$ cat config.mk
export PLATFORM = sky130hd
export DESIGN_NAME = instr_sequencer
export DESIGN_NICKNAME = d
export VERILOG_FILES = /design/src/rtl/rv_pkg.sv /design/src/rtl/instr_ram.sv /design/src/rtl/instr_sequencer.sv
export SDC_FILE = /design/constraint.sdc
export NUM_CORES = 2
export LEC_CHECK = 0
export ABC_AREA = 1
export ABC_CLOCK_PERIOD_IN_PS = 6000
export CAP_MARGIN = 15
export CORE_ASPECT_RATIO = 2
export CORE_MARGIN = 1.5
export CORE_UTILIZATION = 60
export DETAILED_ROUTE_END_ITERATION = 16
export PLACE_DENSITY_LB_ADDON = 0.15
export SYNTH_ARGS = -nofsm -noshare
export SYNTH_HDL_FRONTEND = slang
export SYNTH_SLANG_ARGS = --single-unit
$ cat constraint.sdc
create_clock -name clk -period 6 [get_ports clk]
set_input_delay 1.2 -clock clk [delete_from_list [all_inputs] [get_ports clk]]
set_output_delay 1.2 -clock clk [all_outputs]
set_load 0.005 [all_outputs]
$ cat src/rtl/rv_pkg.sv
// Shared RV32I constants and the sequencer state type used by the program-driving front end.
package rv_pkg;

   localparam logic [6:0] OP_IMM    = 7'h13;
   localparam logic [6:0] OP_LUI    = 7'h37;
   localparam logic [6:0] OP_AUIPC  = 7'h17;
   localparam logic [6:0] OP_JAL    = 7'h6F;
   localparam logic [6:0] OP_JALR   = 7'h67;
   localparam logic [6:0] OP_BRANCH = 7'h63;
   localparam logic [6:0] OP_LOAD   = 7'h03;
   localparam logic [6:0] OP_STORE  = 7'h23;
   localparam logic [6:0] OP_REG    = 7'h33;
   localparam logic [6:0] OP_SYSTEM = 7'h73;

   localparam logic [2:0] F3_ADD  = 3'b000;
   localparam logic [2:0] F3_SLL  = 3'b001;
   localparam logic [2:0] F3_SLT  = 3'b010;
   localparam logic [2:0] F3_SLTU = 3'b011;
   localparam logic [2:0] F3_XOR  = 3'b100;
   localparam logic [2:0] F3_SR   = 3'b101;
   localparam logic [2:0] F3_OR   = 3'b110;
   localparam logic [2:0] F3_AND  = 3'b111;

   localparam logic [31:0] ECALL_WORD = 32'h0000_0073;

   typedef enum logic [2:0] {
      S_IDLE,
      S_FETCH,
      S_CHECK,
      S_WAIT,
      S_SETTLE,
      S_HALT,
      S_FAULT
   } seq_state_t;

endpackage

$ cat src/rtl/instr_ram.sv
// Single-port synchronous instruction RAM, write-first, contents not reset.
module instr_ram #(
   parameter int DEPTH = 64,
   parameter int AW    = $clog2(DEPTH)
) (
   input  logic          clk,
   input  logic          we,
   input  logic [AW-1:0] addr,
   input  logic [31:0]   wdata,
   output logic [31:0]   rdata
);

   logic [31:0] mem [DEPTH];

   always_ff @(posedge clk) begin
      if (we) begin
         mem[addr] <= wdata;
         rdata     <= wdata;
      end else begin
         rdata     <= mem[addr];
      end
   end

endmodule

$ cat src/rtl/instr_sequencer.sv
// Issues program-RAM words to the core one at a time over run/done, indexed by the core PC.
module instr_sequencer
   import rv_pkg::*;
#(
   parameter int DEPTH = 64,
   parameter int CNT_W = 16
) (
   input  logic                     clk,
   input  logic                     reset,
   input  logic                     load_en,
   input  logic [$clog2(DEPTH)-1:0] load_addr,
   input  logic [31:0]              load_data,
   input  logic                     start,
   input  logic                     stop,
   input  logic [31:0]              pc,
   input  logic                     done,
   output logic [31:0]              command,
   output logic                     run,
   output logic                     busy,
   output logic                     halted,
   output logic                     fault,
   output logic [CNT_W-1:0]         issued_count
);

   localparam int AW = $clog2(DEPTH);

   seq_state_t    state, state_nx;
   logic          stop_q;
   logic          idle_like;
   logic          load_ok;
   logic          accept_start;
   logic          stop_seen;
   logic          pc_bad;
   logic          do_issue;
   logic          do_count;
   logic          do_halt;
   logic          do_fault;
   logic [AW-1:0] ram_addr;
   logic [31:0]   ram_rdata;

   assign idle_like    = (state == S_IDLE) || (state == S_HALT) || (state == S_FAULT);
   assign busy         = ~idle_like;
   assign load_ok      = load_en & idle_like;
   assign accept_start = start & idle_like;
   assign stop_seen    = stop | stop_q;
   // DEPTH is a power of two, so "word index >= DEPTH" is any set bit above the index field.
   assign pc_bad       = (pc[1:0] != 2'b00) || (|pc[31:AW+2]);
   assign ram_addr     = load_ok ? load_addr : pc[AW+1:2];

   instr_ram #(
      .DEPTH (DEPTH),
      .AW    (AW)
   ) u_ram (
      .clk   (clk),
      .we    (load_ok),
      .addr  (ram_addr),
      .wdata (load_data),
      .rdata (ram_rdata)
   );

   always_comb begin
      state_nx = state;
      do_issue = 1'b0;
      do_count = 1'b0;
      do_halt  = 1'b0;
      do_fault = 1'b0;
      case (state)
         S_IDLE, S_HALT, S_FAULT: begin
            if (start) state_nx = S_FETCH;
         end
         S_FETCH: begin
            if (stop_seen) begin
               state_nx = S_IDLE;
            end else if (pc_bad) begin
               state_nx = S_FAULT;
               do_fault = 1'b1;
            end else begin
               state_nx = S_CHECK;
            end
         end
         S_CHECK: begin
            if (stop_seen) begin
               state_nx = S_IDLE;
            end else if (ram_rdata == ECALL_WORD) begin
               state_nx = S_HALT;
               do_halt  = 1'b1;
            end else begin
               state_nx = S_WAIT;
               do_issue = 1'b1;
            end
         end
         S_WAIT: begin
            if (done) begin
               state_nx = S_SETTLE;
               do_count = 1'b1;
            end
         end
         S_SETTLE: begin
            state_nx = stop_seen ? S_IDLE : S_FETCH;
         end
         default: state_nx = S_IDLE;
      endcase
   end

   always_ff @(posedge clk or posedge reset) begin
      if (reset) begin
         state        <= S_IDLE;
         stop_q       <= 1'b0;
         command      <= '0;
         run          <= 1'b0;
         halted       <= 1'b0;
         fault        <= 1'b0;
         issued_count <= '0;
      end else begin
         state <= state_nx;

         if (state_nx == S_IDLE) stop_q <= 1'b0;
         else if (stop && busy)  stop_q <= 1'b1;

         if (accept_start) begin
            issued_count <= '0;
            halted       <= 1'b0;
            fault        <= 1'b0;
         end else begin
            if (do_count) issued_count <= issued_count + 1'b1;
            if (do_halt)  halted       <= 1'b1;
            if (do_fault) fault        <= 1'b1;
         end

         if (do_issue) begin
            command <= ram_rdata;
            run     <= 1'b1;
         end else if (do_count) begin
            run     <= 1'b0;
         end
      end
   end

endmodule

==> flow_metrics.tcl <==
set metrics [dict create \
    clk_path_buf_depth 4 \
    cts_tree "built" \
    ff_latch_area_um2 63000 \
    period_needed_ns 5.33 \
    worst_pin_slew_ns 1.18 \
    rsz0062_at_grt "no" \
    drv_cap 0 \
    ys_seq_elements 2109 \
    path_max_fanout 159 \
    seq_power_share 0.415 \
    cp-end-kind "flip-flop" \
    syn_to_final_growth_pct 10.5 \
    drt-initial-drc-count 7756 \
    fin_tns_setup_ns 0 \
    crit_top_cell "nand2_1" \
    cellLeakagePower_uw 0.0328 \
    slew_headroom 0.213 \
    ios 128 \
    gp_congestion 0.929 \
    ys_warn_count 0 \
    syn_area_um2 84600 \
    setup_viol 0 \
    slowest_stage "dfxtp_4" \
    post_drt_via_cell_ratio 6.29 \
    syn_nets 7130 \
    core_area_um2 140000 \
    grt_max_degree 174 \
    grt.total_usage 0.345 \
    worst_setup_path_start_kind "flip-flop" \
    row_count 194 \
    switching_share 0.366 \
    drc 0 \
    cts_sinks 2109 \
    min_path_type "flip-flop to flip-flop" \
    power_switching_uw 14900 \
    die_x_um 268 \
    max_freq_mhz 188 \
    insertion_delay_ns 0.84 \
    final_cells 9055 \
    post_cts_resized 0 \
    die_h_um 534 \
    hpwl_um 138000 \
    timing.final.crit_share 0.888 \
    p_per_area_nw_per_um2 435 \
    synth_area_per_cell_um2 12.0 \
    critPathMaxStageDelay_ns 0.76 \
    dieArea_um2 143000 \
    pwr-share-clk 0.273 \
    wl_um 246000 \
    routedWlPerCell_um 27.2 \
    fillers 10041 \
    status "finished clean" \
    cts_hold_buf 0 \
    vdd_drop_max_uv 323 \
    cp.arrival_ns 6.07 \
    ys_types 39 \
    vias 56948 \
    drive_gt1_frac 0.0720 \
    post_cts_buffers 0 \
    grt_pass1_vias 54673 \
    cts.htree.levels 4 \
    p_int_uw 25800 \
    cts-root-buf "clkbuf_16" \
    worstPathRequired_ns 6.74 \
    numCtsBuffers 180 \
    io_buffers 127 \
    grt_pass1_wl_um 356000 \
    multiInputGateArea_um2 19800 \
    nets 7143 \
    finalMaxSlewViolations 0 \
    firstDrtPassIters 6 \
    placed_cells 8746 \
    synth_cells 7053 \
    antenna_found_initial 6 \
    ys_seq_area_frac 0.745 \
    fin_worst_skew_ns 0.0341 \
    initial_core_util 0.605 \
    grt-ovfl-total 0 \
    combPwrFrac 0.312 \
    path_class "flip-flop to flip-flop" \
    clk_pin_slew_ns 0.07 \
    finalHoldViolations 0 \
    drtAntennaViolNets 0 \
    path_cells "inv_16 -> buf_4 -> nand2_1 -> nand3_1 -> nand3_1 -> nand3_1 -> nand3_1 -> nand3_1 -> nand2_1 -> nand2_1 -> nor2_1 -> nand2_1 -> nor2_1 -> nand2_1 -> nand2_2 -> buf_4 -> nand2_1 -> o21ai_1" \
]
## layout by cell type (no fill, tap or decap), types with 2 or more instances in the layout
cell type        instances
clkinv_1                36
dfxtp_4                  5
inv_1                   42
o21ai_0                 11
nor2_4                  62
clkdlybuf4s50_1         95
inv_6                    3
clkinv_2                37
nor4_1                   6
inv_2                    4
o21ai_1                 27
clkbuf_1                35
bufinv_16               10
inv_8                    2
buf_4                  159
clkinvlp_4               7
dfrtp_1                 55
clkbuf_16              181
or2_2                    4
nor4_2                   3
buf_12                  29
nor2_2                   2
diode_2                  2
a21oi_1                 13
nand2_1               2304
edfxtp_1              2048
nand3_1               1932
nor3_1                  14
nor2_1                  45
nand2_2                  4
## cell usage after synthesis
cell          n  area (um2)
a2111oi_0     1        8.76
a211oi_1      1        7.51
a21o_1        1        7.51
a21oi_1      13        65.1
a21oi_2       1        8.76
a221oi_1      1        8.76
a22oi_1       1        7.51
a311oi_1      1        8.76
a41oi_1       1        8.76
buf_1        71         267
buf_2       231        1160
buf_4        22         165
buf_6         3        33.8
clkbuf_1    125         469
clkinv_1      1        3.75
dfrtp_1      55        1380
dfxtp_1       6         120
edfxtp_1   2048       61500
ha_1          1        12.5
inv_1        45         169
inv_2         4        15.0
inv_4         1        6.26
nand2_1    2304        8650
nand2_2       4        25.0
nand3_1    1932        9670
nand3_2       1        10.0
nand4_1       1        6.26
nor2_1      106         398
nor2_2        2        12.5
nor2_4        1        11.3
nor3_1       14        70.1
nor3_2        1        10.0
nor4_1        8        50.1
nor4_2        1        12.5
o21ai_0      11        55.1
o21ai_1      27         135
o21ai_2       1        8.76
or2_1         1        6.26
or2_2         4        25.0
## flip-flops by register name (all words and copies together), names as in the netlist, named ones only
signal	flops
issued_count	16
run	1
stop_q	1
fault	1
state	3
command	32
u_ram.mem	2048
halted	1
## metal layers
layer	global-route usage	wire [um]
met1	0.429	84600
met2	0.568	121000
met3	0.0481	22300
met4	0.219	17900
met5	0	24
## worst paths after layout
kind,from,to,slack (ns),cells after the start
worst min-delay path,fault,fault,0.50,2
min in group asynchronous,reset,issued_count[14],0.91,3
worst max register to register,flip-flop,command[14],0.67,18
worst min register to register,fault,fault,0.50,2
worst max-delay path,flip-flop,command[14],0.67,18
max in group asynchronous,reset,command[13],4.52,3
## kinds of logic after synthesis
| logic type | synth area share |
|---|---|
| buf+inv | 0.0270 |
| simple gates | 0.224 |
| fa+ha+maj | 0.000148 |
| compound gates | 0.00391 |
| flops | 0.745 |
## through the flow
step / setup WS, ns / cell area, um2 / util / power [uW] / hold slack (ns)
finish: 0.670 / 93400 / 0.668 / 40700 / 0.496
global route: 0.665 / 93400 / 0.668 / 42000 / 0.533
CTS: 1.31 / 93400 / 0.668 / 40400 / 0.503
detailed placement: 1.03 / 88100 / 0.630 / 29500 / 0.481
global placement: 1.10 / 88100 / 0.630 / 29400 / 0.454
floorplan: 0.233 / 84600 / - / 24400 / 0.459
## critical path: cells and delay by family, from the launching register on
| family | cells | cell delay, ns |
|---|---|---|
| flip-flops | 1 | 0.76 |
| AND/OR/NAND/NOR | 14 | 2.86 |
| buffers and inverters | 3 | 1.14 |
| AO/OA/AOI/OAI | 1 | 0.08 |
## power by group through the flow
| stage | Clock (uW) | Sequential [uW] | Combinational, uW |
|---|---|---|---|
| floorplan | 0 | 17000 | 7440 |
| global placement | 0 | 17200 | 12200 |
| detailed placement | 0 | 17200 | 12300 |
| CTS | 11100 | 16900 | 12400 |
| global route | 11600 | 16900 | 13500 |
| finish | 11100 | 16900 | 12700 |
## layout make-up
class / count / share of cell area
flip-flops and latches: 2109 / 0.675
multi-input cells: 4441 / 0.212
clock buffers: 216 / 0.0499
repair buffers: 283 / 0.0292
well taps: 1862 / 0.0249
clock inverters: 91 / 0.00735
inverters: 51 / 0.00244
diodes: 2 / 0.0000536
Power figures use the tool's default switching activity.
